<file path="config.mk">
export PLATFORM = sky130hd
export DESIGN_NAME = id_fetch_queue
export DESIGN_NICKNAME = d
export VERILOG_FILES = /design/src/rtl/id_fetch_queue_pkg.sv /design/src/rtl/fq_ptr_ctrl.sv /design/src/rtl/id_fetch_queue.sv
export SDC_FILE = /design/constraint.sdc
export NUM_CORES = 1
export LEC_CHECK = 0
export BUFFER_PORTS_ARGS = -buffer_cell sky130_fd_sc_hd__buf_2
export CORE_ASPECT_RATIO = 2
export CORE_UTILIZATION = 52
export CTS_BUF_LIST = sky130_fd_sc_hd__clkbuf_8 sky130_fd_sc_hd__clkbuf_16
export CTS_CLUSTER_DIAMETER = 100
export CTS_CLUSTER_SIZE = 28
export DETAILED_ROUTE_END_ITERATION = 8
export GPL_ROUTABILITY_DRIVEN = 0
export PLACE_DENSITY = 0.83
export SLEW_MARGIN = 10
export SYNTH_ARGS = -nofsm -noshare
export SYNTH_HDL_FRONTEND = slang
export SYNTH_HIERARCHICAL = 1
export SYNTH_SLANG_ARGS = --single-unit
export TNS_END_PERCENT = 20
</file>
<file path="constraint.sdc">
create_clock -name clk -period 10.2 [get_ports clk]
set_input_delay 0.51 -clock clk [delete_from_list [all_inputs] [get_ports clk]]
set_output_delay 0.51 -clock clk [all_outputs]
set_load 0.005 [all_outputs]
</file>
<file path="src/rtl/id_fetch_queue_pkg.sv">
// Shared constants for the IF->ID fetch queue: empty-queue output values
// and the width of one stored {PC, NPC, NNPC, Instruct} bundle.
package id_fetch_queue_pkg;

  localparam int DEF_PCW = 32;
  localparam int DEF_DW  = 32;

  localparam logic [31:0] ini_if_PC_in       = 32'hBFC0_0000;
  localparam logic [31:0] ini_if_NPC_in      = ini_if_PC_in + 32'd4;
  localparam logic [31:0] ini_if_NNPC_in     = ini_if_PC_in + 32'd8;
  localparam logic [31:0] ini_if_Instruct_in = 32'h0000_0000;

  localparam int BW = 3 * DEF_PCW + DEF_DW;

  function automatic int bundle_width(input int pcw, input int dw);
    return 3 * pcw + dw;
  endfunction

endpackage

</file>
<file path="src/rtl/fq_ptr_ctrl.sv">
// Read/write pointers, occupancy count and push/pop/flush arbitration for
// the fetch queue, including the delay-slot entry kept across a redirect.
module fq_ptr_ctrl
  import id_fetch_queue_pkg::*;
#(
  parameter int DEPTH  = 4,
  parameter int BYPASS = 0,
  localparam int PW = $clog2(DEPTH),
  localparam int CW = $clog2(DEPTH + 1)
) (
  input  logic          clk,
  input  logic          rst,
  input  logic          if_valid,
  input  logic          dec_ready,
  input  logic          flush,
  input  logic          keep_ds,
  output logic          allowin,
  output logic          q_valid,
  output logic          bypass_sel,
  output logic          wr_en,
  output logic [PW-1:0] rd_ptr,
  output logic [PW-1:0] wr_ptr,
  output logic [CW-1:0] count
);

  logic          empty;
  logic          full;
  logic          pop;
  logic          push;
  logic          rd_adv;
  logic          keep_ok;
  logic [PW-1:0] keep_idx;
  logic [PW-1:0] rd_nxt;
  logic [PW-1:0] wr_nxt;
  logic [CW-1:0] count_nxt;

  assign empty      = (count == '0);
  assign full       = (count == CW'(DEPTH));
  assign bypass_sel = (BYPASS != 0) && empty;

  // An empty queue only presents a bundle when bypassing, and never in a flush cycle.
  assign q_valid = !rst && (empty ? (bypass_sel && if_valid && !flush) : 1'b1);
  assign pop     = q_valid && dec_ready;
  assign allowin = !full || pop;
  assign push    = if_valid && allowin && !flush;

  // A bypassed bundle consumed in the same cycle never touches the array.
  assign wr_en  = push && !(bypass_sel && pop);
  assign rd_adv = pop && !bypass_sel;

  always_comb begin
    rd_nxt    = rd_ptr;
    wr_nxt    = wr_ptr;
    count_nxt = count;
    keep_idx  = rd_ptr + PW'(rd_adv);
    keep_ok   = rd_adv ? (count >= CW'(2)) : (count >= CW'(1));
    if (flush) begin
      if (keep_ds && keep_ok) begin
        rd_nxt    = keep_idx;
        wr_nxt    = keep_idx + PW'(1);
        count_nxt = CW'(1);
      end else begin
        rd_nxt    = wr_ptr;
        count_nxt = '0;
      end
    end else begin
      rd_nxt    = rd_ptr + PW'(rd_adv);
      wr_nxt    = wr_ptr + PW'(wr_en);
      count_nxt = count + CW'(wr_en) - CW'(rd_adv);
    end
  end

  always_ff @(posedge clk or posedge rst) begin
    if (rst) begin
      rd_ptr <= '0;
      wr_ptr <= '0;
      count  <= '0;
    end else begin
      rd_ptr <= rd_nxt;
      wr_ptr <= wr_nxt;
      count  <= count_nxt;
    end
  end

  a_no_overflow: assert property (@(posedge clk) disable iff (rst) count <= CW'(DEPTH));
  a_no_underflow: assert property (@(posedge clk) disable iff (rst) !(rd_adv && empty));

endmodule

</file>
<file path="src/rtl/id_fetch_queue.sv">
// DEPTH-entry decoupling buffer between IF and decode, using the pipeline's
// valid/allowin handshake, with optional bypass and delay-slot-aware flush.
module id_fetch_queue
  import id_fetch_queue_pkg::*;
#(
  parameter int              DEPTH    = 4,
  parameter int              DW       = 32,
  parameter int              PCW      = 32,
  parameter int              BYPASS   = 0,
  parameter logic [PCW-1:0]  INI_PC   = ini_if_PC_in,
  parameter logic [DW-1:0]   INI_INST = ini_if_Instruct_in,
  localparam int CW = $clog2(DEPTH + 1)
) (
  input  logic           clk,
  input  logic           rst,
  input  logic           if_valid_in,
  output logic           id_allowin_out,
  input  logic [PCW-1:0] if_PC_in,
  input  logic [PCW-1:0] if_NPC_in,
  input  logic [PCW-1:0] if_NNPC_in,
  input  logic [DW-1:0]  if_Instruct_in,
  input  logic           dec_ready_in,
  input  logic           flush_in,
  input  logic           keep_ds_in,
  output logic           q_valid_out,
  output logic [PCW-1:0] q_PC_out,
  output logic [PCW-1:0] q_NPC_out,
  output logic [PCW-1:0] q_NNPC_out,
  output logic [DW-1:0]  q_Instruct_out,
  output logic [CW-1:0]  q_count_out
);

  localparam int QW = bundle_width(PCW, DW);
  localparam int PW = $clog2(DEPTH);
  localparam logic [PCW-1:0] INI_NPC  = INI_PC + PCW'(4);
  localparam logic [PCW-1:0] INI_NNPC = INI_PC + PCW'(8);

  logic [QW-1:0] mem [DEPTH];
  logic [PW-1:0] rd_ptr;
  logic [PW-1:0] wr_ptr;
  logic [CW-1:0] count;
  logic          wr_en;
  logic          bypass_sel;

  fq_ptr_ctrl #(
    .DEPTH  (DEPTH),
    .BYPASS (BYPASS)
  ) u_ptr_ctrl (
    .clk        (clk),
    .rst        (rst),
    .if_valid   (if_valid_in),
    .dec_ready  (dec_ready_in),
    .flush      (flush_in),
    .keep_ds    (keep_ds_in),
    .allowin    (id_allowin_out),
    .q_valid    (q_valid_out),
    .bypass_sel (bypass_sel),
    .wr_en      (wr_en),
    .rd_ptr     (rd_ptr),
    .wr_ptr     (wr_ptr),
    .count      (count)
  );

  // Storage is deliberately left unreset; the pointers alone define what is valid.
  always_ff @(posedge clk) begin
    if (wr_en) begin
      mem[wr_ptr] <= {if_PC_in, if_NPC_in, if_NNPC_in, if_Instruct_in};
    end
  end

  // An empty queue shows the reset-vector bundle rather than stale array contents.
  always_comb begin
    {q_PC_out, q_NPC_out, q_NNPC_out, q_Instruct_out} = {INI_PC, INI_NPC, INI_NNPC, INI_INST};
    if (count != '0) begin
      {q_PC_out, q_NPC_out, q_NNPC_out, q_Instruct_out} = mem[rd_ptr];
    end else if (bypass_sel && q_valid_out) begin
      {q_PC_out, q_NPC_out, q_NNPC_out, q_Instruct_out} =
        {if_PC_in, if_NPC_in, if_NNPC_in, if_Instruct_in};
    end
  end

  assign q_count_out = count;

endmodule

</file>
==> impl_metrics.toml <==
[sta]
setup-tns-final_ps = 0
fin_skew_ps = 18.2
clock.fmax_ghz = 0.246
min_period_over_period = 0.399
max_slew_margin = -1.98
setup_viol = 0
fin_ws_ps = 6130
finalCriticalPeriod_ps = 4070
grt_setup_unrepaired = "false"
finalHoldViolations = 0
worst_slew_pin_slew_ps = 4470
final_max_slew_viol_count = 100

[worst_hold_path]
whs_path_depth = 1
hp-class = "in -> reg"

[synth]
synth.distinct_cells = 38
synthTopCellsByCount = "512 x edfxtp_1, 110 x mux4_2, 99 x a22o_1, 29 x o22a_1, 24 x buf_2"
seq_area_frac_synth = 0.763
synth_top_area_share = 0.754
yosys.area_share.simple = 0.00663
synth_edf_count = 512
synth.net_count = 1025
synth_area_leaders = "edfxtp_1 75%, mux4_2 12%, a22o_1 4.3%, mux4_1 2.3%, o22a_1 1.2%"
yosys_warnings = 6
synth_seq_cells = 519
synthArstFlopShare = 0.0135
synthAdderAreaFrac = 0.00467
netlist_instances = 884
synth_compound_area_frac = 0.0571
synthXorXnorAreaFrac = 0.00172
synth_area_mm2 = 0.0204
synth_mux_area_frac = 0.146
syn_avg_cell_area_um2 = 23.1
synth.most_common_cell = "edfxtp_1"
synth_flop_cell = "edfxtp_1"
synth_top_family_by_area = "multiplexers"
synth_area_leader_cell = "edfxtp_1"

[grt]
grt_use_total = 0.207
grt_start_max_net_pins = 129
grt_pass1_wl_mm = 61.0
antenna_found_initial = 12
overflow = 0
grt_pass1_vias = 10500

[cts]
cts_buffer_depth = 3
cts_buffers = 22
cts.sinks = 519
worstSkewPairLatency_ps = 560
cts_tree = "done"
clockRootBuffer = "clkbuf_16"
htreeDepth = 1
clkTransAtPathRegs_ps = 100

[floorplan]
dieArea_mm2 = 0.0400
row_count = 102
num_io_pins = 267
core-area_mm2 = 0.0387
die_w_um = 142
fp.dieH_um = 282
initial_utilization = 0.527

[setup_path]
reg2reg_depth = 6
crit_required_ps = 9690
arrival_ps = 3560
setup.worst_path.start_class = "flop"
worstSetupEndpointType = "primary output"
reg2reg_slack_ps = 7020
criticalPathCategory = "reg -> out"
cp_max_fo = 55

[outcome]
violations = "max-slew violations"
status = "finished, violations left"

[route]
drt.antenna.violating_nets = 0
wl_per_cell_um = 24.5
drt_wl_total_mm = 41.0
dr.pass1.iters = 5
viasPerCell = 6.00
drc = 0
drtIter0Drc = 636
num_vias = 10000

[final_layout]
multi_input_area_mm2 = 0.00446
synthToLayoutAreaGrowth_pct = 12.0
seqCellArea_mm2 = 0.0156
drive_above_1_share = 0.369
nNetsFinal = 1270
fillCellCount = 2721

[placed_design]
place_hpwl_mm = 24.8
dp_slack_ps = 6600
io_buffers = 266

[power]
powerDensity_mw_per_mm2 = 251
irDropWorstVdd_mv = 0.202
p_leak_nw = 7.86

[run]
drv_cap = 0
what timing repair did:
action	4_1_cts	5_1_grt
buffers inserted	0	0
resized for setup	0	0
endpoints found under the hold margin	7	0
hold buffers	1	0
sequential cells by signal (all words and copies together), names as in the netlist:
signal and count:
mem 512, u_ptr_ctrl/wr_ptr 2, u_ptr_ctrl/count 3, u_ptr_ctrl/rd_ptr 2
kinds of logic after synthesis:
family / count (synthesis)
xor gates and xnor gates: 4
and+or+nand+nor: 22
DFF: 519
AOI/OAI and AO/OA: 133
adders and majority gates: 7
muxes: 131
buffers and inverters: 67
other: 1
area by class of cell:
class                           count  area share
Tap cell                          520      0.0285
Clock buffer                       23      0.0252
Inverter                            9     0.00148
Multi-Input combinational cell    298       0.195
Antenna cell                        9    0.000987
Timing Repair Buffer              279      0.0633
Sequential cell                   519       0.682
Clock inverter                     17     0.00335
placed cells by master, fill, tap and decap left out, types with 2 or more instances in the layout:
cell,count
edfxtp_1,512
dfrtp_1,5
xor2_1,3
diode_2,9
mux2_1,2
o22a_1,29
clkbuf_16,23
inv_1,25
dfrtp_4,2
mux4_1,18
a22o_1,99
or4b_1,2
nor2_1,6
buf_4,11
buf_2,266
ha_1,6
mux4_2,110
per-layer routing:
layer,part of all wire,global-route usage
met1,0.36,0.243
met2,0.55,0.374
met4,0.041,0.103
met3,0.050,0.0216
met5,0.00066,0
path summary, 6_finish.rpt:
check	from	endpoint
min in group asynchronous	rst	u_ptr_ctrl/count[2]$_DFF_PP0_
worst min register to register	u_ptr_ctrl/wr_ptr[0]$_DFFE_PP0P_	u_ptr_ctrl/rd_ptr[0]$_DFF_PP0_
worst max-delay path	u_ptr_ctrl/rd_ptr[0]$_DFF_PP0_	q_NNPC_out[17]
max in group asynchronous	rst	u_ptr_ctrl/rd_ptr[0]$_DFF_PP0_
worst min-delay path	if_PC_in[16]	mem[2][112]$_DFFE_PP_
worst max register to register	u_ptr_ctrl/rd_ptr[0]$_DFF_PP0_	u_ptr_ctrl/wr_ptr[1]$_DFFE_PP0P_
power breakdown:
part	internal [mW]	switching, mW	leakage, nW
combinational	1.02	0.966	2.76
clock	0.416	0.603	0.376
sequential	2.57	0.162	4.73
total	4.01	1.73	7.86
metrics by stage:
step / cell area (um^2) / power (mW) / hold WS [ps] / util / cells
after floorplan: 20400 / 4.10 / 313 / - / 884
after global placement: 22100 / 4.74 / 485 / 0.572 / 1624
after detailed placement: 22100 / 4.77 / 495 / 0.572 / 1624
after CTS: 22800 / 5.79 / 143 / 0.589 / 1665
after global routing: 22800 / 6.00 / 148 / 0.590 / 1674
final: 22800 / 5.74 / 174 / 0.590 / 1674
critical path: stages (launching register included):
cell	delay, ps
dfrtp_4	1160
buf_4	800
mux4_2	600
a22o_1	220
buf_2	130
(Power assumes the default switching activity.)
